## src/rtl/frogger_game_ctrl.sv

```systemverilog
// Frogger game controller: start/cleanup/run/death/win/game-over sequencing,
// lives and saturating score bookkeeping, and Frogger reset pulses.
module frogger_game_ctrl #(
    parameter int unsigned c_WIN_ROW     = 0,
    parameter int unsigned c_START_LIVES = 3,
    parameter int unsigned c_DEATH_TICKS = 25000000,
    parameter int unsigned c_WIN_TICKS   = 12500000,
    parameter int unsigned c_MAX_SCORE   = 99
) (
    input  logic       i_Clk,
    input  logic       i_Rst,
    input  logic       i_Game_Start,
    input  logic       i_Collided,
    input  logic [5:0] i_Frogger_Y,
    output logic       o_Game_Active,
    output logic       o_Frogger_Reset,
    output logic [1:0] o_Lives,
    output logic [6:0] o_Score,
    output logic [2:0] o_State,
    output logic       o_Game_Over
);

    localparam int unsigned CNT_W = 25;
    localparam logic [CNT_W-1:0] DEATH_LAST = CNT_W'(c_DEATH_TICKS - 1);
    localparam logic [CNT_W-1:0] WIN_LAST   = CNT_W'(c_WIN_TICKS - 1);
    localparam logic [1:0]       LIVES_INIT = 2'(c_START_LIVES);
    localparam logic [6:0]       SCORE_MAX  = 7'(c_MAX_SCORE);
    localparam logic [5:0]       WIN_ROW    = 6'(c_WIN_ROW);

    typedef enum logic [2:0] {
        IDLE      = 3'd0,
        CLEANUP   = 3'd1,
        RUNNING   = 3'd2,
        DEATH     = 3'd3,
        P1_WINS   = 3'd4,
        GAME_OVER = 3'd5
    } state_t;

    state_t           state, next_state;
    logic [1:0]       lives, next_lives;
    logic [6:0]       score, next_score;
    logic [CNT_W-1:0] hold_cnt, next_cnt;
    logic             start_q;
    logic             start_edge;
    logic             game_active, game_over, frogger_reset;
    logic             next_frogger_reset;

    assign start_edge = i_Game_Start & ~start_q;

    // Next-state, bookkeeping and next-output decode
    always_comb begin
        next_state = state;
        next_lives = lives;
        next_score = score;
        next_cnt   = hold_cnt;
        case (state)
            IDLE, GAME_OVER: begin
                if (start_edge) begin
                    next_state = CLEANUP;
                    next_lives = LIVES_INIT;
                    next_score = 7'd0;
                end
            end
            CLEANUP: next_state = RUNNING;
            RUNNING: begin
                if (i_Collided) begin
                    if (lives > 2'd1) begin
                        next_lives = lives - 2'd1;
                        next_state = DEATH;
                        next_cnt   = '0;
                    end else begin
                        next_lives = 2'd0;
                        next_state = GAME_OVER;
                    end
                end else if (i_Frogger_Y == WIN_ROW) begin
                    next_score = (score < SCORE_MAX) ? score + 7'd1 : score;
                    next_state = P1_WINS;
                    next_cnt   = '0;
                end
            end
            DEATH: begin
                if (hold_cnt == DEATH_LAST) next_state = RUNNING;
                else                        next_cnt   = hold_cnt + CNT_W'(1);
            end
            P1_WINS: begin
                if (hold_cnt == WIN_LAST) next_state = RUNNING;
                else                      next_cnt   = hold_cnt + CNT_W'(1);
            end
            default: next_state = IDLE;
        endcase

        // Pulse lines up with CLEANUP and with the last cycle of each hold
        next_frogger_reset = (next_state == CLEANUP) ||
                             (next_state == DEATH   && next_cnt == DEATH_LAST) ||
                             (next_state == P1_WINS && next_cnt == WIN_LAST);
    end

    always_ff @(posedge i_Clk or posedge i_Rst) begin
        if (i_Rst) begin
            state         <= IDLE;
            lives         <= LIVES_INIT;
            score         <= 7'd0;
            hold_cnt      <= '0;
            start_q       <= 1'b0;
            game_active   <= 1'b0;
            game_over     <= 1'b0;
            frogger_reset <= 1'b0;
        end else begin
            state         <= next_state;
            lives         <= next_lives;
            score         <= next_score;
            hold_cnt      <= next_cnt;
            start_q       <= i_Game_Start;
            game_active   <= (next_state == RUNNING);
            game_over     <= (next_state == GAME_OVER);
            frogger_reset <= next_frogger_reset;
        end
    end

    assign o_State         = state;
    assign o_Lives         = lives;
    assign o_Score         = score;
    assign o_Game_Active   = game_active;
    assign o_Game_Over     = game_over;
    assign o_Frogger_Reset = frogger_reset;

endmodule

```

## config.mk

```make
export PLATFORM = sky130hd
export DESIGN_NAME = frogger_game_ctrl
export DESIGN_NICKNAME = d
export VERILOG_FILES = /design/src/rtl/frogger_game_ctrl.sv
export SDC_FILE = /design/constraint.sdc
export NUM_CORES = 1
export LEC_CHECK = 0
export BUFFER_PORTS_ARGS = -buffer_cell sky130_fd_sc_hd__buf_2
export CORE_AREA = 3 3 101 65
export CTS_BUF_LIST = sky130_fd_sc_hd__clkbuf_4 sky130_fd_sc_hd__clkbuf_8 sky130_fd_sc_hd__clkbuf_16
export CTS_CLUSTER_SIZE = 24
export DETAILED_ROUTE_END_ITERATION = 12
export DIE_AREA = 0 0 104 68
export GPL_TIMING_DRIVEN = 1
export SYNTH_ARGS = -nofsm -noshare
export SYNTH_HDL_FRONTEND = slang
export SYNTH_SLANG_ARGS = --single-unit
```

## constraint.sdc

```tcl
create_clock -name i_Clk -period 8.47 [get_ports i_Clk]
set_input_delay 1.694 -clock i_Clk [delete_from_list [all_inputs] [get_ports i_Clk]]
set_output_delay 1.694 -clock i_Clk [all_outputs]
set_load 0.01 [all_outputs]
```

==> flow_summary.toml, run 1 <==
[synth]
synth_flop_cell = "dfrtp_1"
synth_area_mm2 = 0.00253
ys_warn_count = 0
synthCells = 283
yosysSeqAreaShare_pct = 40.6
synth_nets = 295
synthArstFlopShare_pct = 100
synth-edff-count = 0
synth_cell_types = 60
syn_area_per_cell_um2 = 8.95
ys_seq_elements = 41

[grt]
grt_use_total_pct = 20.8
grt_max_degree = 42
grt_pass1_wl_um = 11400
grt_pass1_vias = 2105
antenna_found_initial = 0
overflow = 0

[drt]
route.detailed.drc = 0
vias = 2378
ant_nets = 0
avgRoutedWirePerCell_um = 18.5
via_per_inst = 6.14
dr.pass1.iters = 8
drtIter0Drc = 372
totalWireLength_um = 7160

[clock_tree]
cts_buffer_depth = 2
h-tree-depth = 2
cts_tree = "yes"
clkTransAtPathRegs_ps = 80
cts_buffers = 5
post_cts_buffers = 0
holdBufCountCts = 0
cts_resized = 0
cts_root_buffer = "clkbuf_8"
clk_latency_ps = 290
cts_sinks = 41

[placement]
port_buffers = 24
place_hpwl_um = 5340
place.gp.congestion = 0.963
dpl_cell_area_mm2 = 0.00270

[finish]
drive_gt1_share_pct = 16.6
seqCellArea_mm2 = 0.00103
fin_area_mm2 = 0.00282
diodes = 0
fillers = 554
multiInputGateArea_mm2 = 0.00140
layout_common_cells = "39 x dfrtp_1, 24 x nand2_1, 24 x buf_2"
syn2layout_area_growth_pct = 11.3
layout_commonest_cell = "dfrtp_1"
final_nets = 318

[timing]
fmax_ghz = 0.206
setup_viol = 0
skew_ps = 2.49
min_period_ps = 4860
slew_headroom_pct = 33.5
hold_ws_ps = 522
finalCritPeriodShare_pct = 57.4
rsz0062_at_grt = "false"
setup_tns_ps = 0
slew_violations = 0
hold_viol_final = 0
max_slew.worst_pin.slew_ps = 988

[worst_setup_path]
path_class = "in -> reg"
cp-start-kind = "input pin"
cp.required_ps = 8700
worstPathMaxFanout = 19
critPathSlowestCell = "or3_1"
end_kind = "register"
critical_path.cell_chain = "buf_2, or4_4, nor4_4, o21bai_2, or3_1, o21ai_0, o31ai_1, or4b_1, or4_1, o21ai_1"
critPathArrivalTime_ps = 5080
slowest_delay_ps = 700

[hold_path]
min_path_type = "reg -> reg"

[power]
power_mw = 0.747
switchingPower_mw = 0.315
power_density_mw_per_mm2 = 265
ir_drop_v = 0.000104
intPower_mw = 0.432
p_clk_share_pct = 22.2
p_seq_share_pct = 36.9
swShare_pct = 42.2
power_frac_comb_pct = 40.9
p_leak_nw = 1.15

[floorplanning]
die_w_um = 104
initial_utilization_pct = 45.5
rows = 21
die_area_mm2 = 0.00707
chipHeight_um = 68
ios = 25
coreArea_mm2 = 0.00557

[status]
status = "finished clean"

[run]
maxCapViolCount = 0
routing by layer:
metal / track usage (%) / part of all wire (%) / up-vias
met5: 0 / 0 / -
met4: 3.81 / 1.3 / 0
met3: 5.47 / 9.7 / 14
met2: 25.8 / 36 / 123
met1: 34.5 / 53 / 1127
li1: - / - / 1114
synth_stat cells (8+ instances only):
library cell	count	share of area, %
a21oi_1	18	3.6
dfrtp_1	39	39
inv_1	10	1.5
nand2_1	24	3.6
nand3_1	13	2.6
nand4_1	14	3.5
nor2_1	18	2.7
nor3_1	12	2.4
o21ai_0	17	3.4
o21ai_1	8	1.6
or3_1	10	2.5
power by group through the flow:
stage               Clock [mW]  Sequential, mW  Combinational [mW]
finish                   0.166           0.276               0.306
global route             0.176           0.281               0.340
CTS                      0.169           0.275               0.301
detailed placement           0           0.279               0.299
global placement             0           0.278               0.299
floorplan                    0           0.270               0.227
final timing paths:
kind	from	to	slack [ps]	cells after the start
max	i_Frogger_Y[1]	o_Frogger_Reset	3610	10
min	o_Lives[0]	o_Lives[0]	520	2
max reg2reg	hold_cnt[6]	o_Frogger_Reset	4290	9
min reg2reg	o_Lives[0]	o_Lives[0]	520	2
max in group asynchronous	i_Rst	o_Lives[0]	6600	3
min in group asynchronous	i_Rst	hold_cnt[17]	1510	3
cell families after synthesis:
family | after synthesis | share of synthesized area (%)
buf+inv | 20 | 4.10
compound gates | 79 | 20.9
flops | 41 | 40.6
xor+xnor | 5 | 1.73
simple gates | 136 | 31.7
fa+ha+maj | 2 | 0.988
flip-flops by register name, summed over array words and instances, names as in the netlist:
signal and flops:
hold_cnt 25, o_Score 7, o_State 3, o_Lives 2, o_Frogger_Reset 1, o_Game_Active 1, o_Game_Over 1, start_q 1
worst max-delay path, delay by kind of cell:
kind | cells | cell delay, ps
simple gates | 5 | 2560
compound gates | 4 | 730
buf+inv | 1 | 90
cell type report:
| cell class | instances | share of cell area [%] |
|---|---|---|
| tap | 80 | 3.55 |
| multi-input combinational | 222 | 49.7 |
| sequential | 41 | 36.5 |
| timing repair buffer | 25 | 4.53 |
| clock buffer | 6 | 2.93 |
| clock inverter | 2 | 1.33 |
| inverter | 11 | 1.47 |
stage by stage:
step                util [%]  setup WS, ps  cells
floorplan                  -          3930    283
finish                  50.6          3610    387
detailed placement      48.4          3350    379
CTS                     50.6          3660    387
global placement        48.4          3440    379
global route            50.6          3410    387
Note: power is estimated with default switching activity, not from simulation.
==> inputs of run 2 (changes only) <==
ABC_AREA = 1   (was default)
CORE_AREA = 3 3 116 73   (was 3 3 101 65)
DIE_AREA = 0 0 119 76   (was 0 0 104 68)
clock period = 4 ns   (was 8.47 ns; I/O delays follow)
==> run 2 against run 1 <==
Effect of this change:
- flip-flop and latch count unchanged
- wire length rose by 53%
- global-route usage increased by 4.3 points
- die area up 28%
- synthesized cell count grew 89%
- combinational power increased to 3.5 times the previous value
- register-to-register slack got worse by 2900 ps
- area after synthesis rose by 33%
- via count rose by 53%
- worst setup slack worse by 2200 ps
- utilization down 0.50 points
- clock power is 150% higher
- largest power group unchanged
==> flow_summary.toml, run 2 <==
[synth]
synth_cell_types = 39
synth_most_common_cell = "nand2_1"
yosysSeqAreaShare_pct = 30.6
ys_warn_count = 0
synthTopCellsByArea = "dfrtp_1 29%, nand2_1 19%, nor2_1 8.7%"
synthArstFlopShare_pct = 100
synth-compound-area-share_pct = 9.72
synth-edff-count = 0
synth_top_cells_by_count = "172 x nand2_1, 78 x nor2_1, 61 x inv_1"
synth_top_family_by_area = "simple AND/OR/NAND/NOR gates"
synth_mux_area_share_pct = 0
synth_top_cell_area_share_pct = 29.1
yosys.area_share.xor_xnor_pct = 1.82
synth_area_leader_cell = "dfrtp_1"
synthAdderAreaFrac_pct = 0.745
syn_area_per_cell_um2 = 6.29
synth_area_mm2 = 0.00336
synth-simple-area-share_pct = 46.8
synth_nets = 546
synthCells = 534
ys_seq_elements = 41
synth_flop_cell = "dfrtp_1"

[floorplanning]
chipHeight_um = 76
rows = 24
ios = 25
coreArea_mm2 = 0.00736
initial_utilization_pct = 45.7
die_w_um = 119
die_area_mm2 = 0.00904

[clock_tree]
post_cts_buffers = 0
cts_root_buffer = "clkbuf_16"
cts_resized = 0
h-tree-depth = 2
cts_buffer_depth = 2
clkTransAtPathRegs_ps = 60
cts_buffers = 5
holdBufCountCts = 0
cts_tree = "yes"
clk_latency_ps = 290
cts_sinks = 41

[worst_setup_path]
end_kind = "register"
r2r_slack_ps = 1380
rr_startpoint = "hold_cnt[0]"
worstPathMaxFanout = 7
cp.required_ps = 4230
critPathSlowestCell = "dfrtp_1"
slowest_delay_ps = 490
critical_path.cell_chain = "ha_1, nand2_1, nor2_4, nand2_2, nor2_2, nand3_2, nand4_2, nand2_1, o21ai_2, nand3_1, nor2_1, nand3_1, nand2_1, nand2_1, inv_1"
cp_common_cell = "nand2_1"
cp_top_family = "simple AND/OR/NAND/NOR gates"
path_buf_inv = 1
ff2ff_path_depth = 15
cp.depth = 15
worstReg2RegEnd = "o_Frogger_Reset"
critPathArrivalTime_ps = 2850
cp-start-kind = "register"
path_class = "reg -> reg"

[timing]
fmax_ghz = 0.382
hold_viol_final = 0
slew_violations = 0
skew_ps = 8.48
setup_viol = 0
max_slew.worst_pin.slew_ps = 552
min_period_ps = 2620
slew_headroom_pct = 63.2
rsz0062_at_grt = "false"
finalCritPeriodShare_pct = 65.5
setup_tns_ps = 0

[grt]
antenna_found_initial = 0
overflow = 0
use_met2_pct = 29.6
grt_pass1_vias = 3266
grt_use_total_pct = 25.2
use_met1_pct = 40.9
grt_pass1_wl_um = 17900
grt_most_used_layer = "met1"
grt_max_degree = 42
met3_usage_pct = 10.3

[drt]
route.detailed.drc = 0
totalWireLength_um = 11000
dr.pass1.iters = 6
drtIter0Drc = 435
via_per_inst = 5.52
vias = 3639
ant_nets = 0
avgRoutedWirePerCell_um = 16.6

[finish]
drive_gt1_share_pct = 14.2
syn2layout_area_growth_pct = 9.68
diodes = 0
largest_reg_flops = 25
final_nets = 566
post-route-util_pct = 50.1
fillers = 759
layout_commonest_cell = "nand2_1"
regMostFlops = "hold_cnt"
layout_common_cells = "172 x nand2_1, 78 x nor2_1, 60 x inv_1"

[placement]
place_hpwl_um = 8550
port_buffers = 24
place.gp.congestion = 1.04

[hold_path]
worstHoldStart = "o_Lives[0]"
hold_end = "o_Lives[0]"
min_path_type = "reg -> reg"
holdPathStages = 2

[power]
ir_drop_v = 0.000293
p_leak_nw = 1.86
power_density_mw_per_mm2 = 603

[run]
maxCapViolCount = 0

[status]
status = "finished clean"
## run 2: cell types whose count changed after synthesis, moves of 10 or more
cell,change
nand2_1,+148
nor2_1,+60
nand3_1,+32
o211ai_1,+14
inv_1,+51
or3_1,-10
## run 2: area by class of cell
type                            count  area [um2]  share of cell area [%]
Timing Repair Buffer               26         135                    3.67
Clock inverter                      2        10.0                   0.272
Multi-Input combinational cell    410        1990                    53.9
Clock buffer                        6         133                    3.60
Sequential cell                    41        1030                    27.9
Tap cell                          104         130                    3.53
Inverter                           70         263                    7.13
## run 2: stage by stage
step / setup WS (ps) / power (mW) / cells / instance area (um2) / hold slack, ps
finish: 1380 / 2.22 / 659 / 3680 / 518
global route: 1140 / 2.39 / 659 / 3680 / 536
CTS: 1450 / 2.20 / 659 / 3680 / 522
detailed placement: 1290 / 1.79 / 651 / 3540 / 513
global placement: 1340 / 1.79 / 651 / 3540 / 509
floorplan: 1780 / 1.47 / 534 / 3360 / 511
## run 2: cell families (layout without fill, tap and decap cells)
group,after synthesis,count (layout)
buffers and inverters,83,104
xor gates and xnor gates,7,7
AOI/OAI and AO/OA,50,50
DFF,41,41
and+or+nand+nor,351,351
adders and majority gates,2,2
## run 2: report_power, final
part           switching, mW  total [mW]  leakage [nW]  internal, mW
combinational          0.730        1.06          1.25         0.328
clock                  0.171       0.407        0.0740         0.236
sequential             0.214       0.758         0.536         0.544
## run 2: worst max path at each step
stage	startpoint	end	slack, ps
2_1_floorplan	i_Frogger_Y[5]	o_Frogger_Reset	1780
3_3_place_gp	i_Frogger_Y[5]	o_Frogger_Reset	1340
3_5_place_dp	i_Frogger_Y[5]	o_Frogger_Reset	1290
4_1_cts	hold_cnt[0]	o_Frogger_Reset	1450
5_1_grt	o_State[1]	o_Frogger_Reset	1140
6_report	hold_cnt[0]	o_Frogger_Reset	1380
## run 2: worst min-delay path: cells and delay by family, from the launching register on
family,cells,cell delay (ps)
flip-flops,1,380
AND/OR/NAND/NOR,2,130
## run 2: per-layer routing
metal | wire length [um] | vias to the layer above | share of wire (%)
li1 | - | 1741 | -
met1 | 5390 | 1685 | 49
met2 | 3880 | 197 | 35
met3 | 1540 | 16 | 14
met4 | 143 | 0 | 1.3
met5 | 0 | - | 0
